## src/rtl/rvb_shifter_arb.sv

```systemverilog
// Two-port round-robin front end for one shared rvb_shifter. Adds no cycles on request or response.
// Backpressure: issue stalls when the tag FIFO is full or the shifter is not ready; a stalled owner stalls the shifter output.

module rvb_shifter_arb_fifo #(
  parameter int W     = 1,
  parameter int DEPTH = 4
) (
  input  logic                     clock,
  input  logic                     reset,
  input  logic                     push,
  input  logic [W-1:0]             push_dat,
  input  logic                     pop,
  output logic [W-1:0]             head_dat,
  output logic [$clog2(DEPTH):0]   count
);
  localparam int AW = $clog2(DEPTH);

  logic [W-1:0]  mem [DEPTH];
  logic [AW-1:0] wr_ptr;
  logic [AW-1:0] rd_ptr;

  assign head_dat = mem[rd_ptr];

  always_ff @(posedge clock) begin
    if (push) mem[wr_ptr] <= push_dat;
  end

  // Pointers are exactly log2(DEPTH) wide, so they wrap on their own.
  always_ff @(posedge clock or posedge reset) begin
    if (reset) begin
      wr_ptr <= '0;
      rd_ptr <= '0;
      count  <= '0;
    end else begin
      if (push) wr_ptr <= wr_ptr + AW'(1);
      if (pop)  rd_ptr <= rd_ptr + AW'(1);
      case ({push, pop})
        2'b10:   count <= count + (AW+1)'(1);
        2'b01:   count <= count - (AW+1)'(1);
        default: count <= count;
      endcase
    end
  end
endmodule

module rvb_shifter_arb #(
  parameter int XLEN  = 32,
  parameter int DEPTH = 4
) (
  input  logic              clock,
  input  logic              reset,
  input  logic [1:0]        req_valid,
  output logic [1:0]        req_ready,
  input  logic [2*XLEN-1:0] req_rs1,
  input  logic [2*XLEN-1:0] req_rs2,
  input  logic [2*XLEN-1:0] req_rs3,
  input  logic [11:0]       req_insn,
  output logic [1:0]        rsp_valid,
  input  logic [1:0]        rsp_ready,
  output logic [XLEN-1:0]   rsp_rd,
  output logic              sh_din_valid,
  input  logic              sh_din_ready,
  output logic [XLEN-1:0]   sh_din_rs1,
  output logic [XLEN-1:0]   sh_din_rs2,
  output logic [XLEN-1:0]   sh_din_rs3,
  output logic [5:0]        sh_din_insn,
  input  logic              sh_dout_valid,
  output logic              sh_dout_ready,
  input  logic [XLEN-1:0]   sh_dout_rd,
  output logic              busy,
  output logic              err
);
  localparam int AW = $clog2(DEPTH);

  typedef struct packed {
    logic [XLEN-1:0] rs1;
    logic [XLEN-1:0] rs2;
    logic [XLEN-1:0] rs3;
    logic [5:0]      insn;
  } op_t;

  op_t         op_p0;
  op_t         op_p1;
  op_t         op_sel;
  logic        rr_last;
  logic        grant;
  logic        any_req;
  logic        can_issue;
  logic        issue;
  logic        retire;
  logic        in_flight;
  logic [0:0]  head_tag;
  logic        head;
  logic [AW:0] count;

  assign op_p0 = {req_rs1[0 +: XLEN], req_rs2[0 +: XLEN], req_rs3[0 +: XLEN], req_insn[0 +: 6]};
  assign op_p1 = {req_rs1[XLEN +: XLEN], req_rs2[XLEN +: XLEN], req_rs3[XLEN +: XLEN], req_insn[6 +: 6]};

  always_comb begin
    grant = 1'b0;
    case (req_valid)
      2'b10:   grant = 1'b1;
      2'b11:   grant = ~rr_last;
      default: grant = 1'b0;
    endcase
  end

  assign op_sel      = grant ? op_p1 : op_p0;
  assign sh_din_rs1  = op_sel.rs1;
  assign sh_din_rs2  = op_sel.rs2;
  assign sh_din_rs3  = op_sel.rs3;
  assign sh_din_insn = op_sel.insn;

  // Gating with reset keeps every handshake output low while reset is held.
  assign any_req      = |req_valid;
  assign can_issue    = ~reset & (count < (AW+1)'(DEPTH));
  assign sh_din_valid = can_issue & any_req;
  assign issue        = sh_din_valid & sh_din_ready;

  always_comb begin
    req_ready = 2'b00;
    if (issue) req_ready[grant] = 1'b1;
  end

  assign head          = head_tag[0];
  assign in_flight     = (count != '0);
  assign sh_dout_ready = in_flight & rsp_ready[head];
  assign retire        = sh_dout_valid & sh_dout_ready;
  assign rsp_rd        = sh_dout_rd;
  assign busy          = in_flight;

  always_comb begin
    rsp_valid = 2'b00;
    if (sh_dout_valid & in_flight) rsp_valid[head] = 1'b1;
  end

  always_ff @(posedge clock or posedge reset) begin
    if (reset) begin
      rr_last <= 1'b1;
      err     <= 1'b0;
    end else begin
      if (issue) rr_last <= grant;
      if (sh_dout_valid & ~in_flight) err <= 1'b1;
    end
  end

  rvb_shifter_arb_fifo #(
    .W     (1),
    .DEPTH (DEPTH)
  ) u_tag_fifo (
    .clock    (clock),
    .reset    (reset),
    .push     (issue),
    .push_dat (grant),
    .pop      (retire),
    .head_dat (head_tag),
    .count    (count)
  );
endmodule

```

## config.mk

```make
export PLATFORM = sky130hd
export DESIGN_NAME = rvb_shifter_arb
export DESIGN_NICKNAME = d
export VERILOG_FILES = /design/src/rtl/rvb_shifter_arb.sv
export SDC_FILE = /design/constraint.sdc
export NUM_CORES = 1
export LEC_CHECK = 0
export CORE_AREA = 2 2 150 152
export DETAILED_ROUTE_END_ITERATION = 8
export DIE_AREA = 0 0 152 154
export SLEW_MARGIN = 20
export SYNTH_ARGS = -nofsm -noshare
export SYNTH_HDL_FRONTEND = slang
export SYNTH_HIERARCHICAL = 1
export SYNTH_SLANG_ARGS = --single-unit
```

## constraint.sdc

```tcl
create_clock -name clock -period 5.1 [get_ports clock]
set_input_delay 0.765 -clock clock [delete_from_list [all_inputs] [get_ports clock]]
set_output_delay 0.765 -clock clock [all_outputs]
set_load 0.05 [all_outputs]
```

# After elaboration in Yosys (flattened, before gate mapping)
# Memories as Yosys holds them, arrays and structs flattened.
# Cells that the tools add are included.
# totals
reg_bits	9
mem_bits_rw	4
output_inout_bits	142
wordCells	47
mem_count	1
# classes
n_addsub	4
n_lt_le_gt_ge	5
n_eq_ne	4
muxes	13
bitwise	10
reduce_logical	5
# mem_list
name	words	word_bits	read_ports	rd_ports_with_merged_regs	write_ports	line	rtl
u_tag_fifo.mem	4	1	1	0	1	18	logic [W-1:0] mem [DEPTH];
# op_table
op	count
two-way mux 102 bit	1
AND 1 bit	7
equality test 2 bit, second input constant	3
two-way mux 1 bit	6
case mux 3 bit (2 select lines)	1
adder 2 x 1 -> 2 bit, second input constant	2
< comparator 1 x 2 -> 1 bit, second input constant	2
two-way mux 2 bit	2
adder 3 x 1 -> 3 bit, second input constant	1
< comparator 3 bit, second input constant	1
inverter 1 bit	3
nonzero test 3 bit	1
subtractor 3 x 1 -> 3 bit, second input constant	1
demux 1 bit (select 1 bit)	2
equality test 2 x 1 -> 1 bit, second input constant	1
greater-or-equal comparator 1 bit, second input constant	2
logical AND 1 bit	2
case mux 1 bit (2 select lines)	1
nonzero test 2 bit	1
OR reduction 2 bit	1

# Logic depth before layout (Yosys ltp)
# depth
ltp_word	7
ltp_mapped	10
mapped_depth_nobuf	10

# By module
# The synthesis kept the hierarchy.
# by_module_without_submodules
module	n_inst	cells_each	area_each_um2	seq_area_each_um2
rvb_shifter_arb	1	165	1617.8	51.3
rvb_shifter_arb_fifo	1	41	529.3	295.3

# Worst setup path after synthesis
# No wires, ideal clock.
# synth_path
path_type	input -> output
start	input port req_valid[1]
end	output port req_ready[1]
t_arrival_ns	2.492
required_time_ns	4.335
path_slack_ns	1.843
cell_stages	3
cell_sequence	nor2_1 -> nor3_1 -> and3_1
# synth_lines
item	line	rtl
from (decl)	52	input logic [1:0] req_valid,
OR reduction 2 bit	115	assign any_req = |req_valid;
AND 1 bit	117	assign sh_din_valid = can_issue & any_req;
named net sh_din_valid	61	output logic sh_din_valid,
AND 1 bit	118	assign issue = sh_din_valid & sh_din_ready;
two-way mux 2 bit	122	if (issue) req_ready[grant] = 1'b1;
to (decl)	53	output logic [1:0] req_ready,
# The timed path passes the listed nets, and every way through them passes these cells.

# Final worst setup path
# layout_path
start	input port req_valid[1]
end	output port sh_din_rs3[1]
# layout_via
elab_chain_cells	3
# layout_rtl
item	line	rtl
equality test 2 bit	101	case (req_valid)
case mux 1 bit (2 select lines) (*)	101	
two-way mux 102 bit (*)	108	assign op_sel = grant ? op_p1 : op_p0;
to (decl)	65	output logic [XLEN-1:0] sh_din_rs3,
# Every way passes the cells marked *; elsewhere a longest branch is shown, timed or not.

==> results.cfg <==
[setup_path]
cp-startpoint = req_valid[1]
startpoint_type = primary input
rr_worst_depth = 9
cp-endpoint = sh_din_rs3[1]
r2r_end = u_tag_fifo/count[2]$_DFFE_PP0P_
path_class = primary input to output pin
critPathMaxFanout = 51
rr_startpoint = u_tag_fifo/rd_ptr[0]$_DFFE_PP0P_
cp.arrival_ns = 3.18
crit_required_ns = 4.34
r2r_setup_slack_ns = 2.56
end_kind = output pin

[die]
die_area_um2 = 23400
die_y_um = 154
initial_core_util_pct = 9.90
core_area_um2 = 21700
ios = 386
dieWidth_um = 152
num_rows = 54

[yosys]
synth_area_um2 = 2150
synth.ff_latch_count = 13
synth_top_area_share_pct = 53.5
syn-instance-count = 206
synth.distinct_cells = 23
yosysWarnings = 6
synth_area_leader_cell = mux2_2
avgSynthCellArea_um2 = 10.4
synth_area_leaders = mux2_2 (53%), buf_4 (13%), dfrtp_1 (9.3%)
synth_nets = 456
synth_seq_area_share_pct = 16.1

[status]
status = complete, no violations

[grt]
grt.met2_usage_pct = 14.6
grt_pass1_vias = 2770
grt-ovfl-total = 0
grt_usage_pct = 7.98
antenna_found_initial = 1
met1_usage_pct = 9.56
grt_pass1_wl_mm = 15.3
grt_max_degree = 52
use_met3_pct = 2.11
top_usage_layer = met2

[route]
num_vias = 2596
drt-vias-per-instance = 3.37
drt_iter0_drc = 100
route.detailed.drc = 0
wl_per_cell_um = 13.2
first_pass_iters = 4
ant_nets = 0
finalWirelength_mm = 10.1

[placement]
port_buffers = 321
pre_cts_slack_ns = 1.12
dp_hpwl_mm = 8.91
gp_congestion = 0.755

[clock_tree]
cts_buffers = 3
cts.root.buffer_cell = clkbuf_16
clock_latency_ns = 0.24
post_cts_buffers = 0
cts-resized-gates = 0
clock_sinks = 13
clk_pin_slew_ns = 0.04
cts_max_level = 1
clock_path_buffers = 2
tritoncts = done
hold_buffers = 0

[final_layout]
multiInputGateArea_um2 = 1460
ff_latch_area_um2 = 347
drive_gt1_share_pct = 22.7
syn_to_final_growth_pct = 158
final_nets = 741
nFillCells = 2322
n_antenna_cell = 0

[pwr]
peakVddDrop_mv = 0.155
leakage_uw = 0.00204
power.density_nw_per_um2 = 283

[sta]
skew_ns = 0.00134
fin_crit_ns = 3.95
drv_slew = 0
finalCritPeriodShare_pct = 77.4
hold_violations = 0
fmax_ghz = 0.253
worst_pin_slew_ns = 0.528
slew_headroom_pct = 64.7
fin_ws_ns = 1.15
setup_violations = 0
fin_setup_tns_ns = 0
grt_setup_unrepaired = false

[worst_hold_path]
hold_class = flop to flop

[flow_run]
cap_viol_max_count = 0
## critical path, stage by stage
cell             delay [ns]
clkdlybuf4s50_1        0.48
a21boi_4               0.46
buf_12                 0.32
mux2_2                 0.39
clkdlybuf4s50_1        0.71
## metal layers
| layer | wire [um] | up-vias |
|---|---|---|
| li1 | - | 1264 |
| met1 | 3890 | 1177 |
| met2 | 5360 | 145 |
| met3 | 817 | 10 |
| met4 | 80 | 0 |
| met5 | 0 | - |
## cells by family (layout without fill, tap and decap cells)
group | after synthesis | after routing | synth area share, %
buffers and inverters | 53 | 337 | 16.1
AND/OR/NAND/NOR | 19 | 19 | 4.60
adder cells (fa/ha/maj) | 6 | 6 | 3.85
flip-flops | 13 | 13 | 16.1
AO/OA/AOI/OAI | 4 | 4 | 1.34
multiplexers | 105 | 105 | 55.5
XOR/XNOR | 6 | 6 | 2.45
## state kept, by name, summed over array words and instances (netlist names)
name	cells
u_tag_fifo/mem	4
err	1
u_tag_fifo/count	3
u_tag_fifo/rd_ptr	2
u_tag_fifo/wr_ptr	2
rr_last	1
## layout make-up
| class | instances | area share [%] |
|---|---|---|
| multi-input combinational | 140 | 26.5 |
| inverter | 10 | 0.679 |
| tap | 280 | 6.34 |
| clock buffer | 4 | 1.43 |
| timing repair buffer | 323 | 58.8 |
| sequential | 13 | 6.27 |
## worst min-delay path by stage
stage	start	end	slack (ns)	cells past startpoint
2_1_floorplan	u_tag_fifo/rd_ptr[1]$_DFFE_PP0P_	u_tag_fifo/rd_ptr[1]$_DFFE_PP0P_	0.45	1
3_3_place_gp	err$_DFFE_PP0P_	err$_DFFE_PP0P_	0.44	1
3_5_place_dp	err$_DFFE_PP0P_	err$_DFFE_PP0P_	0.44	1
4_1_cts	err$_DFFE_PP0P_	err$_DFFE_PP0P_	0.45	1
5_1_grt	err$_DFFE_PP0P_	err$_DFFE_PP0P_	0.48	1
6_report	err$_DFFE_PP0P_	err$_DFFE_PP0P_	0.45	1
## synth_stat cells
| master | instances |
|---|---|
| a21boi_2 | 1 |
| a21o_1 | 1 |
| and2_1 | 4 |
| and3_1 | 2 |
| buf_2 | 6 |
| buf_4 | 37 |
| dfrtp_1 | 8 |
| dfstp_2 | 1 |
| edfxtp_1 | 4 |
| fa_1 | 1 |
| ha_1 | 5 |
| inv_1 | 10 |
| mux2_1 | 1 |
| mux2_2 | 102 |
| mux2i_1 | 1 |
| mux4_2 | 1 |
| nand2_1 | 4 |
| nor2_1 | 6 |
| nor3_1 | 2 |
| o21ai_0 | 2 |
| or4b_4 | 1 |
| xnor2_1 | 2 |
| xor2_1 | 4 |
## where the power goes
part / leakage, uW / switching [uW] / internal [uW]
clock: 0.0000382 / 38.9 / 105
sequential: 0.000139 / 33.7 / 149
combinational: 0.00186 / 696 / 543
## cell usage in the layout (no fill, tap or decap), types with 2 or more instances in the layout
| master | n |
|---|---|
| and2_1 | 4 |
| xor2_1 | 4 |
| nand2_1 | 4 |
| buf_12 | 2 |
| mux2_2 | 102 |
| nor3_1 | 2 |
| xnor2_1 | 2 |
| inv_1 | 10 |
| and3_1 | 2 |
| ha_1 | 5 |
| dfrtp_1 | 8 |
| edfxtp_1 | 4 |
| clkbuf_16 | 3 |
| nor2_1 | 6 |
| o21ai_0 | 2 |
| clkdlybuf4s50_1 | 321 |
## per-stage QoR
stage	utilization [%]	instance area [um2]	std cells	hold WS, ns	total power (uW)
floorplan	-	2150	206	0.453	1040
global placement	25.1	5450	766	0.436	1430
detailed placement	25.1	5450	766	0.444	1430
CTS	25.5	5530	770	0.453	1580
global route	25.5	5530	770	0.481	1650
finish	25.5	5530	770	0.450	1560
(Power assumes the default switching activity.)
